--- src/rtl/l2_victim_writeback.sv ---
// L2 victim writeback engine.
// Captures an evicted line, writes it back if dirty, clears dirty, acks.
module l2_victim_writeback (
  input  logic         clk,
  input  logic         rst_n,
  input  logic         evict_req,
  input  logic [1:0]   evict_way,
  input  logic [5:0]   evict_index,
  input  logic         evict_valid,
  input  logic         evict_dirty,
  input  logic [5:0]   evict_tag,
  input  logic [127:0] evict_data,
  input  logic         pmem_resp,
  output logic         pmem_write,
  output logic [15:0]  pmem_address,
  output logic [127:0] pmem_wdata,
  output logic         clear_dirty,
  output logic [1:0]   clear_way,
  output logic [5:0]   clear_index,
  output logic         evict_ack,
  output logic         busy,
  output logic [15:0]  wb_count
);

  typedef enum logic [1:0] {
    S_IDLE  = 2'd0,
    S_WRITE = 2'd1,
    S_CLEAR = 2'd2,
    S_DONE  = 2'd3
  } state_t;

  state_t         r_state;
  logic [1:0]     r_way;
  logic [5:0]     r_index;
  logic [5:0]     r_tag;
  logic [127:0]   r_data;
  logic [15:0]    r_wb_count;
  logic           w_need_wb;

  assign w_need_wb = evict_valid & evict_dirty;

  // Control FSM; captures victim only when idle so later input
  // changes cannot disturb an in-flight writeback.
  always_ff @(posedge clk or negedge rst_n) begin
    if (!rst_n) begin
      r_state    <= S_IDLE;
      r_way      <= '0;
      r_index    <= '0;
      r_tag      <= '0;
      r_data     <= '0;
      r_wb_count <= '0;
    end else begin
      case (r_state)
        S_IDLE: begin
          if (evict_req) begin
            r_way   <= evict_way;
            r_index <= evict_index;
            r_tag   <= evict_tag;
            r_data  <= evict_data;
            r_state <= w_need_wb ? S_WRITE : S_DONE;
          end
        end
        S_WRITE: begin
          if (pmem_resp) begin
            r_state <= S_CLEAR;
            if (r_wb_count != 16'hFFFF)
              r_wb_count <= r_wb_count + 16'd1;
          end
        end
        S_CLEAR: r_state <= S_DONE;
        S_DONE:  r_state <= S_IDLE;
        default: r_state <= S_IDLE;
      endcase
    end
  end

  assign pmem_write   = (r_state == S_WRITE);
  assign clear_dirty  = (r_state == S_CLEAR);
  assign evict_ack    = (r_state == S_DONE);
  assign busy         = (r_state != S_IDLE);
  assign pmem_address = {r_tag, r_index, 4'b0000};
  assign pmem_wdata   = r_data;
  assign clear_way    = r_way;
  assign clear_index  = r_index;
  assign wb_count     = r_wb_count;

endmodule
--- config.mk ---
export PLATFORM = sky130hd
export DESIGN_NAME = l2_victim_writeback
export DESIGN_NICKNAME = d
export VERILOG_FILES = /design/src/rtl/l2_victim_writeback.sv
export SDC_FILE = /design/constraint.sdc
export NUM_CORES = 1
export LEC_CHECK = 0
export CAP_MARGIN = 20
export CORE_AREA = 2 2 124 126
export CTS_CLUSTER_DIAMETER = 50
export DETAILED_ROUTE_END_ITERATION = 8
export DIE_AREA = 0 0 126 128
export GPL_TIMING_DRIVEN = 0
export MAX_ROUTING_LAYER = met4
export PLACE_DENSITY = 0.86
export SYNTH_ARGS = -nofsm -noshare
export SYNTH_HDL_FRONTEND = slang
export SYNTH_SLANG_ARGS = --single-unit
--- constraint.sdc ---
create_clock -name clk -period 5.1 [get_ports clk]
set_input_delay 0.765 -clock clk [delete_from_list [all_inputs] [get_ports clk]]
set_output_delay 0.765 -clock clk [all_outputs]
set_load 0.03 [all_outputs]
==> results.md, run 1 <==
- The die height is 128 microns.
- Row generation in the floorplan step produced 45 rows.
- The half-perimeter wire length after placement is 13400 microns.
- The run finished with clean final reports.
- The worst register-to-register path begins at r_state[0]$_DFFE_PN0P_.
- Entering global routing, the biggest net connects 92 pins.
- Measured against its own limit, the worst slew margin works out to 56.1%.
- The vias after detailed routing is 4570.
- The tool flagged a number of max-cap violations equal to 0.
- Once the clock tree was built, the setup fixing pass inserted 0 buffers.
- The cell type of the slowest stage on the worst timing path is sky130_fd_sc_hd__clkdlybuf4s50_1.
- For the finished layout, the period the worst path requires is 2.66 ns.
- The maximum cell stage delay along the critical path is 0.68 ns.
- Based on the critical path, the design can be clocked at up to 376 MHz.
- The maximum resistive drop on vdd is 344 uV.
- The number of resized instances in the post-cts repair step is 0.
- The critical-path maximum fanout is 4.
- The worst path uses 52.1% of the clock period.
- The standard cell core area is 14900 sq um.
- Of the cells placed in the final design, the portion with a size suffix greater than 1 is 26.2%.
- In this run the number of cells on the critical path is 4.
- The weighted congestion reported at the end of routability-driven placement is 0.819.
- The largest total area in the synthesized netlist belongs to sky130_fd_sc_hd__dfrtp_1.
- After synthesis, the cell types taking the most area are sky130_fd_sc_hd__dfrtp_1 (64%), sky130_fd_sc_hd__mux2_2 (26%), sky130_fd_sc_hd__xor2_1 (1.7%).
- The worst clock skew is 0.00775 ns.
- The signal on the critical path passes through inv_1, ha_1, inv_1, clkdlybuf4s50_1.
- The synthesized netlist occupies a cell area of 6270 sq um.
- The number of antenna-violating nets in the routed design is 0.
- The number of enable flip-flop cells after synthesis is 0.
- The fraction of the core area covered by cells at the end of the flow is 69.0%.
- For this run, the leading register cell type out of synthesis is sky130_fd_sc_hd__dfrtp_1.
- Once placement completed, the tool counted placed cells totaling 908.
- The via count of the first global-routing pass was 5040.
- In the final routed layout, each cell accounts on average for 18.4 microns.
- The repair_antennas step left the layout with diodes totalling 0.
- The startpoint class of the critical path is a register.
- The worst setup path is captured at an output port.
- The area after detailed placement is 9700 sq um.
- Clock latency on the worst-skew pair, taken at its later pin, is 0.41 ns.
- The CTS H-tree depth is 4.
- The type of the most critical hold path is in -> async.
- Dividing the synthesized area by the synthesized cell count gives 15.6 sq um.
- The overall track demand over capacity in global routing is 22.1%.
- The count of placed standard cells in the final layout, fillers left out is 939.
- After synthesis, the share of flip-flops with an asynchronous set or reset is 100%.
- In this run the horizontal extent of the chip is 126 microns.
- For this design, the sink count on the clock tree is 160.
- The total setup violations reported at the end of the flow is 0.
- After detailed routing, the total wire length is 17300 microns.
- The synthesized instance count is 401.
- The first detailed-routing pass ran for 4 iterations.
- The completed layout was analyzed and its total power is 0.00722 W.
- The number of buffers created by CTS is 17.
- The data required time of the worst path is 4.34 ns.
- The leakage power is 4.39 nW.
- The first global-routing pass estimated 26700 microns of wire.
- Setup repair after global routing left no endpoint under its margin.
- For the final routed database, the setup TNS stands at 0 ns.
- The synthesized design contains 160 register bits.
- The data arrival time of the critical path is 1.89 ns.
- The longest clock path from root to sink contains 2 buffers.
- The CTS tree is done.
- The number of hold buffers added after CTS is 0.
- The remaining design rule violation count is 0.
- sky130_fd_sc_hd__dfrtp_1 is the most common cell in the netlist.
- The area growth from synthesis to layout is 63.7%.
- The I/O pin count is 320.
- The buffers plus inverters on the worst setup path is 3.
- The number of buffers inserted by port buffering is 315.
- After clock tree synthesis, the clock-pin slew on the worst setup and hold paths is 0.06 ns.
- The cell family contributing the most delay on the critical path is buffers and inverters.
- The top cell type by area accounts for 63.9% of the synthesized area.
- For the worst flop-to-flop path, the logic depth is 6.
- The worst setup path startpoint is r_state[0]$_DFFE_PN0P_.
- The effective utilization at floorplan is 42.2%.
- For this design the ratio of total power to cell area is 704 nW/um^2.
- The number of hold-slack violations in the final timing report is 0.
- The total overflow left after global routing is 0.
- After synthesis, flip-flops and latches occupy 63.9% of the total area.
- The end of the worst register-to-register path is pmem_wdata[116]$_DFFE_PN0P_.
- Yosys printed 0 warnings.
- The mean number of vias per cell is 4.87.
- The max-slew violation count is 0.
- The end point of the critical path is busy.
- The measured slew at the worst slew-check pin is 0.659 ns.
- The count of routing violations after the opening detailed-route iteration is 154.
- The initial antenna violation count is 0.
- The number of distinct standard cells referenced by the synthesized netlist is 31.
- The library cell used as clock root buffer is sky130_fd_sc_hd__clkbuf_16.
- Across all register-to-register paths, the minimum setup slack is 2.69 ns.
- The critical setup path kind is reg -> out.
- The die covers 16100 sq um.
- The area of all placed cells without fillers is 10300 sq um.
- The cell that appears most often on the critical path is sky130_fd_sc_hd__inv_1.
- Sorting the synthesized cells by how often they occur yields sky130_fd_sc_hd__dfrtp_1 (160), sky130_fd_sc_hd__mux2_2 (142), sky130_fd_sc_hd__xor2_1 (12).
- The final-stage net count is 893.
## metrics by stage
step	setup WS, ns	hold WS, ns
2_1_floorplan	3.22	0.469
3_3_place_gp	-2.85	0.482
3_5_place_dp	2.06	0.483
4_1_cts	2.42	0.364
5_1_grt	2.35	0.375
6_report	2.44	0.333
## routing by layer
metal	part of all wire (%)	wire length [microns]	vias up	track usage [%]
met5	0	0	-	-
met4	2.5	439	0	8.66
met3	6.9	1190	33	6.05
met2	55	9510	213	40.0
met1	36	6160	2256	22.9
li1	-	-	2068	-
## cell usage in the layout (no fill, tap or decap), types with 2 or more instances in the layout
cell type | synthesis | final
sky130_fd_sc_hd__and2_1 | 2 | 2
sky130_fd_sc_hd__and4_1 | 2 | 2
sky130_fd_sc_hd__buf_1 | 6 | 6
sky130_fd_sc_hd__buf_2 | 8 | 8
sky130_fd_sc_hd__buf_4 | 10 | 10
sky130_fd_sc_hd__clkbuf_16 | 0 | 17
sky130_fd_sc_hd__clkbuf_8 | 0 | 6
sky130_fd_sc_hd__clkdlybuf4s50_1 | 0 | 314
sky130_fd_sc_hd__clkinv_2 | 0 | 3
sky130_fd_sc_hd__clkinvlp_4 | 0 | 4
sky130_fd_sc_hd__conb_1 | 1 | 4
sky130_fd_sc_hd__dfrtp_1 | 160 | 160
sky130_fd_sc_hd__ha_1 | 6 | 6
sky130_fd_sc_hd__inv_1 | 4 | 4
sky130_fd_sc_hd__mux2_2 | 142 | 142
sky130_fd_sc_hd__nand2_1 | 9 | 9
sky130_fd_sc_hd__nand3_1 | 5 | 5
sky130_fd_sc_hd__nand4_1 | 3 | 3
sky130_fd_sc_hd__nor2_1 | 2 | 2
sky130_fd_sc_hd__nor3_1 | 9 | 9
sky130_fd_sc_hd__nor4_1 | 2 | 2
sky130_fd_sc_hd__o21ai_0 | 4 | 4
sky130_fd_sc_hd__xnor2_1 | 2 | 2
sky130_fd_sc_hd__xor2_1 | 12 | 12
## flip-flops by register name, indices dropped and copies added, names as in the netlist
register     cells
wb_count        16
clear_index      6
pmem_wdata     128
clear_way        2
r_tag            6
r_state          2
## logic make-up after synthesis
group | share of synthesized area (%)
other | 0.0598
buffers and inverters | 2.49
muxes | 25.7
AOI/OAI and AO/OA | 0.639
adders and majority gates | 1.20
and+or+nand+nor | 4.03
xor gates and xnor gates | 1.96
DFF | 63.9
## worst reg2reg max path: cells and delay by family, from the launching register on
family                   cells  cell delay [ns]
AND/OR/NAND/NOR              1             0.28
multiplexers                 1             0.40
adder cells (fa/ha/maj)      1             0.23
flip-flops                   1             0.38
buffers and inverters        3             1.01
## final cells by class
type	instances	area, sq um
Buffer	25	141
Clock buffer	23	508
Clock inverter	8	53.8
Fill cell	1018	4610
Inverter	4	15.0
Multi-Input combinational cell	215	2120
Sequential cell	160	4000
Tap cell	188	235
Timing Repair Buffer	316	3180
## power by group
group | switching, W | internal, W | total [W]
registers | 0.000347 | 0.00188 | 0.00223
clock network | 0.000482 | 0.000696 | 0.00118
logic | 0.00203 | 0.00178 | 0.00382
## worst min-delay path by stage
stage | startpoint | endpoint | slack (ns) | cells past startpoint
3_3_place_gp | wb_count[15]$_DFFE_PN0P_ | wb_count[15]$_DFFE_PN0P_ | 0.48 | 1
5_1_grt | rst_n | wb_count[6]$_DFFE_PN0P_ | 0.38 | 1
6_report | rst_n | wb_count[6]$_DFFE_PN0P_ | 0.33 | 1
2_1_floorplan | rst_n | clear_index[0]$_DFFE_PN0P_ | 0.47 | 0
4_1_cts | rst_n | wb_count[6]$_DFFE_PN0P_ | 0.36 | 1
3_5_place_dp | wb_count[15]$_DFFE_PN0P_ | wb_count[15]$_DFFE_PN0P_ | 0.48 | 1
Power figures use the tool's default switching activity.
==> inputs of run 2 (changes only) <==
--- a/config.mk
+++ b/config.mk
@@ -6,13 +6,12 @@
 export NUM_CORES = 1
 export LEC_CHECK = 0
 export CAP_MARGIN = 20
-export CORE_AREA = 2 2 124 126
+export CORE_UTILIZATION = 40
 export CTS_CLUSTER_DIAMETER = 50
 export DETAILED_ROUTE_END_ITERATION = 8
-export DIE_AREA = 0 0 126 128
 export GPL_TIMING_DRIVEN = 0
 export MAX_ROUTING_LAYER = met4
-export PLACE_DENSITY = 0.86
+export PLACE_DENSITY = 0.82
 export SYNTH_ARGS = -nofsm -noshare
 export SYNTH_HDL_FRONTEND = slang
 export SYNTH_SLANG_ARGS = --single-unit
==> constraint.sdc (replaced) <==
create_clock -name clk -period 2.6 [get_ports clk]
set_input_delay 0.39 -clock clk [delete_from_list [all_inputs] [get_ports clk]]
set_output_delay 0.39 -clock clk [all_outputs]
set_load 0.03 [all_outputs]
==> results.md, run 2 (same netlist as run 1, synthesis figures left out) <==
- The weighted congestion reported at the end of routability-driven placement is 0.760 (was 0.819).
- The half-perimeter wire length after placement came to 12800 microns (was 13400 microns).
- The type of the most critical hold path was reg -> reg (was in -> async).
- The total power per unit cell area is 1390 nW/um^2 (was 704 nW/um^2).
- The share of the cycle needed by the critical path after routing is 91.0%.
- The maximum buffer depth of the clock tree is 2 (unchanged).
- The number of rows in the core area is 45 (unchanged).
- The maximum clock rate is 423 MHz.
- The relative slew slack came to 54.7% (was 56.1%).
- The standard cell core area is 15300 sq um (was 14900 sq um).
- The data required time of the worst path is 2.90 ns (was 4.34 ns).
- The total number of clock tree sinks is 160 (unchanged).
- The startpoint class of the critical path is a register (unchanged).
- The kind of capture point of the worst setup path is a register (was output port).
- The max-cap check violation count was 0 (unchanged).
- The library cell used as clock root buffer is sky130_fd_sc_hd__clkbuf_16 (unchanged).
- The mean number of vias per cell was 4.75 (was 4.87).
- The remaining design rule violation count was 0 (unchanged).
- The area after detailed placement is 9730 sq um (was 9700 sq um).
- The most common library cell in the layout ignoring fill and taps is sky130_fd_sc_hd__clkdlybuf4s50_1 (unchanged).
- After layout, the minimum clock period comes to 2.37 ns.
- The pin count of the biggest net entering global routing was 96 (was 92).
- The leakage power came to 4.42 nW (was 4.39 nW).
- Status: complete, no violations (unchanged).
- The width of the die came to 127 microns (was 126 microns).
- The fraction of layout instances using a drive strength above 1 came to 26.1% (was 26.2%).
- The top metal layer carrying routed signals is met4 (unchanged).
- The flip-flop count of the largest register, all copies and words added is 128 (unchanged).
- The number of placed instances with taps included is 931 (was 908).
- The overall track demand over capacity in global routing is 22.0% (was 22.1%).
- Unrepaired setup endpoints after global routing: false (unchanged).
- The worst clock skew is 0.00523 ns (was 0.00775 ns).
- The sum of routed wire length over all layers is 16700 microns (was 17300 microns).
- The critical-path maximum fanout was 10 (was 4).
- The average wire per cell in the routed design was 17.4 microns (was 18.4 microns).
- The count of routing violations after the opening detailed-route iteration is 140 (was 154).
- The CTS tree is done (unchanged).
- The number of detailed-route iterations in the first pass is 4 (unchanged).
- Highest-count cells in the layout ignoring fill and taps: sky130_fd_sc_hd__clkdlybuf4s50_1 (314), sky130_fd_sc_hd__dfrtp_1 (160), sky130_fd_sc_hd__mux2_2 (142) (unchanged).
- The max-slew violation count is 0 (unchanged).
- The effective utilization at floorplan is 41.1% (was 42.2%).
- The number of antenna repair diodes is 0 (unchanged).
- The final-stage net count is 894 (was 893).
- The vias after detailed routing was 4570 (unchanged).
- The critical setup path kind is reg -> reg (was reg -> out).
- The number of buffers inserted by port buffering is 315 (unchanged).
- The area growth from synthesis to layout came to 65.2% (was 63.7%).
- The wire length of the first global-routing pass is 26100 microns (was 26700 microns).
- The number of buffers created by CTS is 17 (unchanged).
- The initial antenna violation count is 0 (unchanged).
- The later-pin clock latency in the skew report came to 0.42 ns (was 0.41 ns).
- The wire length on met1 is 6280 microns (was 6160 microns).
- The sum of overflow across all layers after global routing came to 0 (unchanged).
- The routed wire length on met3 came to 1170 microns (was 1190 microns).
- The die height is 127 microns (was 128 microns).
- The number of hold-slack violations in the final timing report is 0 (unchanged).
- The CTS H-tree depth was 4 (unchanged).
- The maximum resistive drop on vdd was 801 uV (was 344 uV).
- The total setup violations reported at the end of the flow was 0 (unchanged).
- The CTS clock-pin slew for the worst setup and hold paths is 0.06 ns (about the same).
- The measured slew at the worst slew-check pin is 0.680 ns (was 0.659 ns).
- The via count of the first global-routing pass is 4926 (was 5040).
- The data arrival time of the critical path is 2.67 ns (was 1.89 ns).
- The overall die area is 16200 sq um (was 16100 sq um).
- The count of placed standard cells in the final layout, fillers left out was 963 (was 939).
- The I/O pin count was 320 (unchanged).
- The wire length on met2 is 8880 microns (was 9510 microns).
- The number of antenna-violating nets in the routed design is 0 (unchanged).
- The area of all placed cells without fillers is 10400 sq um (was 10300 sq um).
run 2: changes by cell type in the layout (fill, tap and decap cells not counted):
cell                            before  now
sky130_fd_sc_hd__inv_6               1    4
sky130_fd_sc_hd__clkinvlp_4          4    1
sky130_fd_sc_hd__bufinv_16           0    3
sky130_fd_sc_hd__clkbuf_8            6    3
sky130_fd_sc_hd__clkinv_2            3    0
sky130_fd_sc_hd__clkinv_4            0    2
sky130_fd_sc_hd__dlygate4sd3_1       0    1
sky130_fd_sc_hd__clkbuf_1            1    2
run 2: worst max-delay path, cell delays in order (launching register included):
cell and delay [ns]:
sky130_fd_sc_hd__dfrtp_1 0.40, sky130_fd_sc_hd__inv_1 0.10, sky130_fd_sc_hd__ha_1 0.20, sky130_fd_sc_hd__nand2_1 0.24, sky130_fd_sc_hd__clkbuf_1 0.55, sky130_fd_sc_hd__buf_2 0.37
sky130_fd_sc_hd__mux2_2 0.37
run 2: area by class of cell:
| type | instances | area, sq um |
|---|---|---|
| fill | 1110 | 4900 |
| sequential | 160 | 4000 |
| timing repair buffer | 317 | 3190 |
| multi-input combinational | 215 | 2120 |
| clock buffer | 21 | 470 |
| tap | 211 | 264 |
| clock inverter | 10 | 150 |
| buffer | 25 | 141 |
| inverter | 4 | 15.0 |
run 2: timing repair:
action	CTS	global route
hold buffers	1	0
endpoints found under the setup margin	0	0
buffers inserted	0	0
hold endpoints to repair	65	0
resized for setup	0	0
run 2: stage by stage:
stage	utilization (%)	TNS, ns	total power, W	hold slack, ns	setup WS [ns]
3_3_place_gp	63.6	-792.69	0.0116	0.485	-4.97
6_report	67.9	0	0.0144	0.503	0.234
4_1_cts	67.9	0	0.0145	0.506	0.180
3_5_place_dp	63.7	0	0.0119	0.412	0.00320
5_1_grt	67.9	0	0.0150	0.513	0.0532
2_1_floorplan	-	0	0.00854	0.0944	0.724
run 2: routing by layer:
metal / GRT usage, % / vias to the layer above
li1: - / 2072
met1: 23.3 / 2256
met2: 38.8 / 208
met3: 6.32 / 34
met4: 8.75 / 0
met5: - / -
run 2: final timing paths:
path / start / end / cells after the start / slack (ns)
max: r_state[1]$_DFFE_PN0P_ / pmem_wdata[111]$_DFFE_PN0P_ / 6 / 0.23
min: pmem_wdata[126]$_DFFE_PN0P_ / pmem_wdata[126]$_DFFE_PN0P_ / 1 / 0.50
max reg2reg: r_state[1]$_DFFE_PN0P_ / pmem_wdata[111]$_DFFE_PN0P_ / 6 / 0.23
min reg2reg: pmem_wdata[126]$_DFFE_PN0P_ / pmem_wdata[126]$_DFFE_PN0P_ / 1 / 0.50
max in group asynchronous: rst_n / pmem_wdata[60]$_DFFE_PN0P_ / 3 / 1.22
min in group asynchronous: rst_n / r_state[0]$_DFFE_PN0P_ / 2 / 0.52
run 2: power breakdown:
group          internal, W  leakage, nW  total [W]  switching [W]
Combinational      0.00350         2.20    0.00744        0.00394
Sequential         0.00369         1.92    0.00435       0.000661
Clock              0.00160        0.301    0.00262        0.00102
==> inputs of run 3 (changes only) <==
--- a/config.mk
+++ b/config.mk
@@ -5,8 +5,9 @@
 export SDC_FILE = /design/constraint.sdc
 export NUM_CORES = 1
 export LEC_CHECK = 0
+export ABC_AREA = 1
 export CAP_MARGIN = 20
-export CORE_UTILIZATION = 40
+export CORE_UTILIZATION = 41
 export CTS_CLUSTER_DIAMETER = 50
 export DETAILED_ROUTE_END_ITERATION = 8
 export GPL_TIMING_DRIVEN = 0
==> results.md, run 3 <==
- The average wire per cell in the routed design is 16.7 microns (was 17.4 microns).
- The flip-flop count of the largest register, all copies and words added was 128 (unchanged).
- The width of the die is 129 microns (was 127 microns).
- The fraction of the core area covered by cells at the end of the flow was 67.4% (was 67.9%).
- The total power is 0.0143 W (was 0.0144 W).
- The data arrival time of the critical path is 1.87 ns (was 2.67 ns).
- The count of routing violations after the opening detailed-route iteration came to 189 (was 140).
- The number of detailed-route iterations in the first pass is 4 (unchanged).
- The overall die area is 16600 sq um (was 16200 sq um).
- Cell-by-cell listing of the critical path: inv_1, ha_1, inv_1, clkdlybuf4s50_1 (was inv_1, ha_1, nand2_1, clkbuf_1, buf_2, mux2_2).
- The remaining design rule violation count is 0 (unchanged).
- The CTS clock-pin slew for the worst setup and hold paths is 0.06 ns (about the same).
- The worst-case register-to-register setup slack is 0.71 ns (was 0.23 ns).
- The cell type of the slowest stage on the worst timing path is sky130_fd_sc_hd__clkdlybuf4s50_1 (was sky130_fd_sc_hd__clkbuf_1).
- The kind of capture point of the worst setup path is an output port (was register).
- The max-cap check violation count is 0 (unchanged).
- The number of antenna-violating nets in the routed design was 0 (unchanged).
- The total setup violations reported at the end of the flow is 0 (unchanged).
- The I/O pin count is 320 (unchanged).
- The number of cells on the worst hold path came to 1 (unchanged).
- The combinational share of power came to 52.2% (was 51.6%).
- The vias after detailed routing is 4865 (was 4570).
- The die height is 129 microns (was 127 microns).
- The most used standard cell by instance count after synthesis is sky130_fd_sc_hd__dfrtp_1 (unchanged).
- The data required time of the worst path came to 2.21 ns (was 2.90 ns).
- The max-slew violation count was 0 (unchanged).
- The dominant cell type by area after synthesis is sky130_fd_sc_hd__dfrtp_1 (unchanged).
- The most numerous cell type found on the critical path is sky130_fd_sc_hd__inv_1.
- The pin count of the biggest net entering global routing is 91 (was 96).
- The share of the cycle needed by the critical path after routing came to 86.8% (was 91.0%).
- The number of warnings reported in the yosys synthesis log is 0 (unchanged).
- The sequential cell area fraction in the yosys report is 60.6% (was 63.9%).
- The number of distinct standard cells referenced by the synthesized netlist is 24 (was 31).
- The maximum resistive drop on vdd was 700 uV (was 801 uV).
- The maximum buffer depth of the clock tree came to 2 (unchanged).
- The number of buffers created by CTS is 17 (unchanged).
- The cell internal power dissipation was 0.00857 W (was 0.00878 W).
- The CTS tree is done (unchanged).
- The origin of the worst min-delay path is pmem_wdata[109]$_DFFE_PN0P_ (was pmem_wdata[126]$_DFFE_PN0P_).
- The worst clock skew was 0.00639 ns (was 0.00523 ns).
- The via count of the first global-routing pass is 5105 (was 4926).
- Cell types with the highest counts after synthesis: sky130_fd_sc_hd__dfrtp_1 (160), sky130_fd_sc_hd__mux2_1 (80), sky130_fd_sc_hd__mux2_2 (62) (was sky130_fd_sc_hd__dfrtp_1 (160), sky130_fd_sc_hd__mux2_2 (142), sky130_fd_sc_hd__xor2_1 (12)).
- The buffers plus inverters on the worst setup path is 3 (unchanged).
- The synthesized area per cell is 13.7 sq um (was 15.6 sq um).
- The fraction of layout instances using a drive strength above 1 is 16.8% (was 26.1%).
- The gate family responsible for the most delay along the worst path is buffers and inverters (unchanged).
- The library cell used as clock root buffer is sky130_fd_sc_hd__clkbuf_16 (unchanged).
- The initial antenna violation count is 0 (unchanged).
- The final-stage net count is 974 (was 894).
- The share of flip-flops with an asynchronous set or reset after synthesis was 100% (unchanged).
- The switching share of power was 40.1% (was 39.0%).
- The later-pin clock latency in the skew report was 0.42 ns (about the same).
- The number of hold-slack violations in the final timing report is 0 (unchanged).
- The measured slew at the worst slew-check pin is 0.680 ns (about the same).
- The mean number of vias per cell is 4.64 (was 4.75).
- The half-perimeter wire length after placement was 13200 microns (was 12800 microns).
- The CTS H-tree depth is 4 (unchanged).
- The startpoint class of the critical path is a register (unchanged).
- The netlist area before placement is 6600 sq um (was 6270 sq um).
- The area growth from synthesis to layout is 61.5% (was 65.2%).
- The number of buffers inserted by port buffering came to 315 (unchanged).
- The most common library cell in the layout ignoring fill and taps is sky130_fd_sc_hd__clkdlybuf4s50_1 (unchanged).
- The number of antenna repair diodes came to 0 (unchanged).
- The sum of routed wire length over all layers was 17500 microns (was 16700 microns).
- The number of rows in the core area came to 46 (was 45).
- Leading cell types by total area after synthesis: sky130_fd_sc_hd__dfrtp_1 (61%), sky130_fd_sc_hd__mux2_1 (14%), sky130_fd_sc_hd__mux2_2 (11%) (was sky130_fd_sc_hd__dfrtp_1 (64%), sky130_fd_sc_hd__mux2_2 (26%), sky130_fd_sc_hd__xor2_1 (1.7%)).
- Highest-count cells in the layout ignoring fill and taps: sky130_fd_sc_hd__clkdlybuf4s50_1 (314), sky130_fd_sc_hd__dfrtp_1 (160), sky130_fd_sc_hd__mux2_1 (80) (was sky130_fd_sc_hd__clkdlybuf4s50_1 (314), sky130_fd_sc_hd__dfrtp_1 (160), sky130_fd_sc_hd__mux2_2 (142)).
- The effective utilization at floorplan is 41.7% (was 41.1%).
- The synthesized flop and latch total was 160 (unchanged).
- The critical-path maximum fanout was 4 (was 10).
- The critical setup path kind is reg -> out (was reg -> reg).
- The area share of the leading cell type in the synthesized netlist is 60.6% (was 63.9%).
- The clock share of power was 17.3% (was 18.2%).
- The synthesized instance count is 481 (was 401).
- The type of the most critical hold path is reg -> reg (unchanged).
- The number of resized instances in the post-cts repair step is 0 (unchanged).
- Unrepaired setup endpoints after global routing: false (unchanged).
- The overall track demand over capacity in global routing is 22.0% (about the same).
- The relative slew slack is 54.7% (about the same).
- The count of cells along the worst register-to-register path was 6 (unchanged).
- The wire length of the first global-routing pass is 26600 microns (was 26100 microns).
- The total net switching power came to 0.00574 W (was 0.00562 W).
- The weighted congestion reported at the end of routability-driven placement is 0.818 (was 0.760).
- The startpoint of the worst-slack reg-to-reg timing path was r_state[0]$_DFFE_PN0P_ (was r_state[1]$_DFFE_PN0P_).
- The sum of overflow across all layers after global routing came to 0 (unchanged).
- The terminating pin of the worst hold path is pmem_wdata[109]$_DFFE_PN0P_ (was pmem_wdata[126]$_DFFE_PN0P_).
- The most frequently used flop master after synthesis is sky130_fd_sc_hd__dfrtp_1 (unchanged).
- The maximum clock rate is 443 MHz (was 423 MHz).
- The end of the worst register-to-register path is pmem_wdata[64]$_DFFE_PN0P_ (was pmem_wdata[111]$_DFFE_PN0P_).
- Status: complete, no violations (unchanged).
- The standard cell core area is 15800 sq um (was 15300 sq um).
- The total number of clock tree sinks is 160 (unchanged).
- The leakage power is 4.59 nW (was 4.42 nW).
- The number of enable flip-flop cells after synthesis was 0 (unchanged).
- The maximum cell stage delay along the critical path was 0.67 ns (was 0.55 ns).
- The post-route minimum period is 2.26 ns (was 2.37 ns).
- The sequential group share of total power was 30.5% (was 30.2%).
- The total power per unit cell area is 1340 nW/um^2 (was 1390 nW/um^2).
- The total of fill cells in the finished design is 1154 (was 1110).
run 3: cell types whose count changed in the layout (fill, tap and decap cells not counted), moves of 9 or more:
cell and change:
sky130_fd_sc_hd__nand2_1 +51, sky130_fd_sc_hd__nor2_1 +11, sky130_fd_sc_hd__inv_1 +19, sky130_fd_sc_hd__mux2_1 +80
sky130_fd_sc_hd__nor3_1 -9, sky130_fd_sc_hd__xor2_1 -9, sky130_fd_sc_hd__buf_6 +10, sky130_fd_sc_hd__mux2_2 -80
run 3: worst reg2reg max path, stage by stage (launching register included):
cell and delay (ns):
sky130_fd_sc_hd__dfrtp_1 0.38, sky130_fd_sc_hd__inv_1 0.10, sky130_fd_sc_hd__ha_1 0.22, sky130_fd_sc_hd__nand2_1 0.30, sky130_fd_sc_hd__buf_6 0.24, sky130_fd_sc_hd__buf_6 0.18
sky130_fd_sc_hd__mux2_1 0.35
run 3: area by class of cell:
type | count | area, sq um | area share, %
Buffer | 26 | 218 | 2.04
Clock buffer | 19 | 453 | 4.25
Clock inverter | 12 | 134 | 1.26
Inverter | 24 | 90.1 | 0.845
Multi-Input combinational cell | 274 | 2300 | 21.6
Sequential cell | 160 | 4000 | 37.5
Tap cell | 216 | 270 | 2.53
Timing Repair Buffer | 317 | 3190 | 29.9
run 3: repair_timing:
item / CTS / global route
hold endpoints to repair: 13 / 0
setup buffers: 0 / 0
hold buffers: 1 / 0
run 3: cell families (layout without fill, tap and decap cells):
family / after synthesis / after routing / share of synthesized area [%]
flops: 160 / 160 / 60.6
other cells: 1 / 4 / 0.0568
simple gates: 108 / 108 / 7.67
fa+ha+maj: 6 / 6 / 1.14
xor+xnor: 6 / 6 / 0.796
mux: 142 / 142 / 24.2
buf+inv: 50 / 398 / 4.66
compound gates: 8 / 8 / 0.834
run 3: through the flow:
stage	TNS [ns]	hold WS [ns]	worst slack, ns	area, sq um	cells
floorplan	0	0.0944	0.955	6620	484
global placement	-810.45	0.472	-5.07	10000	1015
detailed placement	0	0.443	0.472	10100	1016
CTS	0	0.496	0.315	10700	1048
global route	0	0.507	0.230	10700	1048
finish	0	0.489	0.343	10700	1048
run 3: worst max path at each step:
stage / startpoint / to / slack, ns / cells past startpoint
after floorplan: r_state[1]$_DFFE_PN0P_ / wb_count[14]$_DFFE_PN0P_ / 0.96 / 9
after global placement: rst_n / pmem_wdata[46]$_DFFE_PN0P_ / -5.07 / 1
after detailed placement: evict_req / pmem_wdata[55]$_DFFE_PN0P_ / 0.47 / 5
after CTS: r_state[0]$_DFFE_PN0P_ / busy / 0.32 / 4
after global routing: r_state[0]$_DFFE_PN0P_ / busy / 0.23 / 4
final: r_state[0]$_DFFE_PN0P_ / busy / 0.34 / 4
run 3: power by group through the flow:
| stage | Sequential (W) | Clock (W) | Combinational, W |
|---|---|---|---|
| floorplan | 0.00667 | 0 | 0.00186 |
| global placement | 0.00432 | 0 | 0.00736 |
| detailed placement | 0.00441 | 0 | 0.00752 |
| CTS | 0.00438 | 0.00253 | 0.00755 |
| global route | 0.00452 | 0.00264 | 0.00782 |
| finish | 0.00437 | 0.00247 | 0.00747 |
run 3: metal layers:
metal	global-route usage (%)	vias up	part of all wire, %
met5	-	-	0
met4	9.13	0	2.4
met3	5.99	32	6.3
met2	37.2	194	52
met1	24.6	2362	40
li1	-	2277	-
==> patch 1: new RTL, config.mk and constraints of run 3 <==
Re-encode `state_t` (4 states) as one-hot, 4 bits wide.
--- a/src/rtl/l2_victim_writeback.sv
+++ b/src/rtl/l2_victim_writeback.sv
@@ -22,11 +22,11 @@
   output logic [15:0]  wb_count
 );
 
-  typedef enum logic [1:0] {
-    S_IDLE  = 2'd0,
-    S_WRITE = 2'd1,
-    S_CLEAR = 2'd2,
-    S_DONE  = 2'd3
+  typedef enum logic [3:0] {
+    S_IDLE  = 4'b0001,
+    S_WRITE = 4'b0010,
+    S_CLEAR = 4'b0100,
+    S_DONE  = 4'b1000
   } state_t;
 
   state_t         r_state;
Formal check against the unedited RTL: no difference found for any inputs over 4 cycles, from zero or initial values and one cycle with rst_n low; so few cycles prove little.
==> patch 1 against run 3 <==
Global-route usage up 2.7 points; setup slack got worse by 0.021 ns; routed wire length is 14% higher; cell area rose by 0.47%; sequential cell count increased by 2; synthesized area up 1.3%; power shrank 1.1%; clock skew grew 0.00090 ns.
==> patch 1: results (changes against run 3) <==
* IO Port Bufs at 315 (unchanged)
* Worst-case reg-to-reg path depth at 9 (was 6)
* Worst clock skew at 0.00729 ns (was 0.00639 ns)
* Final non-filler cell total at 1,351 (was 1,048)
* Highest routed layer: met4 (unchanged)
* Top post-synthesis cells by count: nand2_1, dfrtp_1, buf_4 (was dfrtp_1, mux2_1, mux2_2)
* Syn avg cell area at 8.51 um2 (was 13.7 um2)
* Max reg flops at 128 (unchanged)
* Max Buffers Root-to-Sink at 2 (unchanged)
* Area after DPL at 10,200 um2 (was 10,100 um2)
* Worst skew pair latency at 0.42 ns (about the same)
* CTS buffer count at 17 (unchanged)
* Antenna violations before repair at 0 (unchanged)
* CP peak stage delay at 0.68 ns
* Relative slew slack at 59.2% (was 54.7%)
* Gr usage total at 24.7% (was 22.0%)
* Crit-path max FO at 3 (was 4)
* Final #Nets at 1,274 (was 974)
* CTS root buf: clkbuf_16 (unchanged)
* Post-CTS setup buffer count at 0 (unchanged)
* Clock transition at path regs at 0.06 ns (about the same)
* Diodes inserted at 0 (unchanged)
* Reg2reg end: pmem_wdata[99] (was pmem_wdata[64])
* Routed vias/inst at 4.65 (was 4.64)
* Met3 wire len at 1800 um (was 1100 um)
* Register area share after synthesis at 60.6% (about the same)
* Post-cts resize count at 0 (unchanged)
* Maximum vdd drop at 732 uV (was 700 uV)
* Detailed placement HPWL at 15,200 um (was 13,200 um)
* Number of synthesis warnings at 0 (unchanged)
* Yosys cell types at 25 (was 24)
* Data arrival time of the critical path at 1.89 ns (was 1.87 ns)
* Post-DR wirelength/cell at 14.7 um (was 16.7 um)
* H-tree levels at 4 (unchanged)
* Initial DRC Count at 278 (was 189)
* Top_reg_cell synth: dfrtp_1 (unchanged)
* Routed met1 length at 7720 um (was 6940 um)
* Status: finished clean (unchanged)
* R2R setup slack at 0.73 ns (was 0.71 ns)
* Crit path to: pmem_write (was busy)
* Placer Congestion at 0.850 (was 0.818)
* First-pass GRT wire length at 30,500 um (was 26,600 um)
* WL met2 at 9950 um (was 9000 um)
* Vias in the first global route at 5,969 (was 5,105)
* Post-synth ARST share at 100% (unchanged)
* First-pass iteration count of the detailed router at 6 (was 4)
* Pleak at 5.21 nW (was 4.59 nW)
* R2r startpoint: r_state[0] (unchanged)
* HP Class: reg2reg (unchanged)
* Antenna viol nets, final at 0 (unchanged)
* Largest net degree at the start of global routing at 83 (was 91)
* Synth area leaders: dfrtp_1, nand2_1, buf_4 (was dfrtp_1, mux2_1, mux2_2)
* Critical Path Source: r_state[2] (was r_state[0])
* CP max-delay cell: clkdlybuf4s50_1 (unchanged)
* Share of cells above drive strength 1 at 6.61% (was 16.8%)
[patch 1: changes by cell type after synthesis, sizes merged, moves of 4 or more]
cell and delta:
buf +6, clkbuf +10, ha -5, mux2 -142, nand2 +423, nor2 +4, o21ai +9
[patch 1: worst min path at each step]
| stage | from | to | slack [ns] | cells past startpoint |
|---|---|---|---|---|
| 3_3_place_gp | pmem_wdata[103] | pmem_wdata[103] | 0.45 | 2 |
| 5_1_grt | pmem_wdata[39] | pmem_wdata[39] | 0.49 | 2 |
| 3_5_place_dp | rst_n | pmem_wdata[25] | 0.42 | 1 |
| 2_1_floorplan | rst_n | clear_index[0] | 0.09 | 0 |
| 6_report | pmem_wdata[92] | pmem_wdata[92] | 0.47 | 2 |
| 4_1_cts | pmem_wdata[55] | pmem_wdata[55] | 0.47 | 2 |
[patch 1: metrics by stage]
step	TNS, ns	setup slack (ns)	hold WS, ns
6_report	0	0.322	0.467
5_1_grt	0	0.221	0.491
4_1_cts	0	0.300	0.472
3_5_place_dp	0	0.532	0.423
3_3_place_gp	-882.68	-5.48	0.452
2_1_floorplan	0	0.811	0.0944
[patch 1: timing repair]
action	4_1_cts	5_1_grt
endpoints found under the setup margin	0	0
hold endpoints to repair	80	0
hold buffers	1	0
[patch 1: area by class of cell]
cell class | count | area, um2
plain buffers | 42 | 304
clock buffers | 19 | 433
clock inverters | 10 | 115
fillers | 1279 | 5170
inverters | 23 | 86.3
multi-input cells | 562 | 2250
flip-flops and latches | 162 | 4060
well taps | 216 | 270
repair buffers | 317 | 3200
[patch 1: logic make-up (layout without fill, tap and decap cells)]
family | Yosys count | after routing | share of synthesized area, %
AO/OA/AOI/OAI | 16 | 16 | 1.20
adder cells (fa/ha/maj) | 1 | 1 | 0.187
XOR/XNOR | 5 | 5 | 0.655
flip-flops | 162 | 162 | 60.6
other | 1 | 4 | 0.0561
AND/OR/NAND/NOR | 536 | 536 | 31.4
buffers and inverters | 65 | 411 | 5.84
[patch 1: layer usage]
metal | vias up | global-route usage, %
li1 | 3042 | -
met1 | 2948 | 27.2
met2 | 268 | 42.1
met3 | 29 | 7.38
met4 | 0 | 9.23
met5 | - | -
[patch 1: worst max-delay path: cells and delay by family (launching register included)]
kind | cells | cell delay, ns
simple gates | 2 | 0.29
flops | 1 | 0.40
buf+inv | 2 | 0.78
[patch 1: power by group]
group	internal (W)	switching [W]	total (W)
combinational	0.00294	0.00446	0.00740
sequential	0.00368	0.000704	0.00438
clock	0.00139	0.000971	0.00236
total	0.00801	0.00614	0.0141
==> patch 2: new RTL, settings of run 3 <==
Made on the original files. Reset style: synchronous (`rst_n`), changed in one clocked block.
--- a/src/rtl/l2_victim_writeback.sv
+++ b/src/rtl/l2_victim_writeback.sv
@@ -41,7 +41,7 @@
 
   // Control FSM; captures victim only when idle so later input
   // changes cannot disturb an in-flight writeback.
-  always_ff @(posedge clk or negedge rst_n) begin
+  always_ff @(posedge clk) begin
     if (!rst_n) begin
       r_state    <= S_IDLE;
       r_way      <= '0;
Function: differs if rst_n is asserted again (counterexample within 4 cycles, from zero or initial values and one cycle with rst_n low); with rst_n held inactive, the same outputs for 4 cycles.
==> patch 2 against run 3 <==
Combinational power down 35%; power down 25%; cell area is 6.5% lower; sequential cell count unchanged; setup slack improved by 0.0031 ns; routed wire length increased by 14%; hold slack got worse by 0.12 ns; synthesized area is 9.0% lower; critical path type unchanged.
==> patch 2: results (changes against run 3) <==
* Final #Nets at 1,281 (was 974)
* Critical Path Source: r_state[0] (unchanged)
* Final hold slack at 0.364 ns (was 0.489 ns)
* Synth Area in Adders at 1.25% (was 1.14%)
* Via Count at 6,252 (was 4,865)
* Worst-case reg-to-reg path depth at 7 (was 6)
* Status: finished clean (unchanged)
* Gr usage total at 26.7% (was 22.0%)
* HP Class: in2reg (was reg2reg)
* Reg2reg end: pmem_wdata[49] (was pmem_wdata[64])
* R2R setup slack at 0.60 ns (was 0.71 ns)
* Max Buffers Root-to-Sink at 2 (unchanged)
* Crit path to: busy (unchanged)
* Hold Crit Start: rst_n (was pmem_wdata[109])
* Vias in the first global route at 5,752 (was 5,105)
* Initial DRC Count at 465 (was 189)
* Hold EP: wb_count[15] (was pmem_wdata[109])
* First-pass iteration count of the detailed router at 6 (was 4)
* Largest net degree at the start of global routing at 17 (was 91)
* CTS buffer count at 17 (unchanged)
* Number of synthesis warnings at 0 (unchanged)
* IO Port Bufs at 314 (was 315)
* Hold Path Depth at 3 (was 1)
* Synth Area in Compound Gates at 13.6% (was 0.834%)
* CP max-delay cell: clkdlybuf4s50_1 (unchanged)
* Register area share after synthesis at 53.3% (was 60.6%)
* Share of cells above drive strength 1 at 5.79% (was 16.8%)
* Placer Congestion at 0.887 (was 0.818)
* First-pass GRT wire length at 29,600 um (was 26,600 um)
* Relative slew slack at 63.0% (was 54.7%)
* CTS root buf: clkbuf_16 (unchanged)
* Crit-path max FO at 4 (unchanged)
* Antenna violations before repair at 0 (unchanged)
* H-tree levels at 4 (unchanged)
* Synth area leaders: dfxtp_1, nor2_1, o21ai_0 (was dfrtp_1, mux2_1, mux2_2)
* Worst skew pair latency at 0.42 ns (about the same)
* Xor/xnor share of the synthesized area at 0.146% (was 0.796%)
* Pleak at 3.87 nW (was 4.59 nW)
* CP peak stage delay at 0.68 ns
* Post-DR wirelength/cell at 15.1 um (was 16.7 um)
* Clock transition at path regs at 0.06 ns (about the same)
* Diodes inserted at 0 (unchanged)
* Yosys cell types at 26 (was 24)
* Max reg flops at 128 (unchanged)
* Worst clock skew at 0.00887 ns (was 0.00639 ns)
* Top post-synthesis cells by count: nor2_1, dfxtp_1, o21ai_0 (was dfrtp_1, mux2_1, mux2_2)
* Multiplexer share of the synthesized area at 0% (was 24.2%)
* Maximum vdd drop at 721 uV (was 700 uV)
* Detailed placement HPWL at 15,100 um (was 13,200 um)
* Post-synth ARST share at 0% (was 100%)
* R2r startpoint: r_state[0] (unchanged)
patch 2: cell type report:
cell class | count | area, um2
timing repair buffer | 314 | 3140
clock buffer | 23 | 478
tap | 180 | 225
fill | 1154 | 4120
clock inverter | 9 | 106
multi-input combinational | 558 | 2460
inverter | 18 | 67.6
sequential | 160 | 3200
buffer | 58 | 284
patch 2: per-layer routing:
layer / part of all wire (%) / GRT usage, % / vias up / wire [um]
met1: 40 / 30.4 / 2784 / 7940
met5: 0 / - / - / 0
met4: 3.2 / 10.6 / 0 / 629
li1: - / - / 3192 / -
met3: 7.2 / 8.12 / 38 / 1430
met2: 50 / 43.9 / 238 / 9920
patch 2: where the power goes:
group          total [W]  switching [W]  leakage, nW  internal (W)
logic            0.00482        0.00292         2.28       0.00189
registers        0.00346       0.000346         1.32       0.00311
clock network    0.00248       0.000986        0.280       0.00149
patch 2: critical path, delay by kind of cell (launching register included):
| family | cells | cell delay, ns |
|---|---|---|
| buffers and inverters | 3 | 0.86 |
| DFF | 1 | 0.37 |
| adders and majority gates | 1 | 0.23 |
patch 2: cells by family (layout without fill, tap and decap cells):
family | after synthesis | count (layout)
compound gates | 162 | 162
xor+xnor | 1 | 1
fa+ha+maj | 6 | 6
buf+inv | 76 | 422
flops | 160 | 160
other cells | 1 | 4
simple gates | 385 | 385
patch 2: stage by stage:
step | std cells | cell area [um2] | setup slack (ns) | util [%] | total power [W]
floorplan | 794 | 6020 | 0.933 | - | 0.00625
finish | 1320 | 9970 | 0.346 | 70.7 | 0.0107
global route | 1320 | 9970 | 0.255 | 70.7 | 0.0114
detailed placement | 1288 | 9390 | 0.456 | 66.6 | 0.00832
global placement | 1288 | 9390 | 0.510 | 66.6 | 0.00822
CTS | 1320 | 9970 | 0.316 | 70.7 | 0.0108
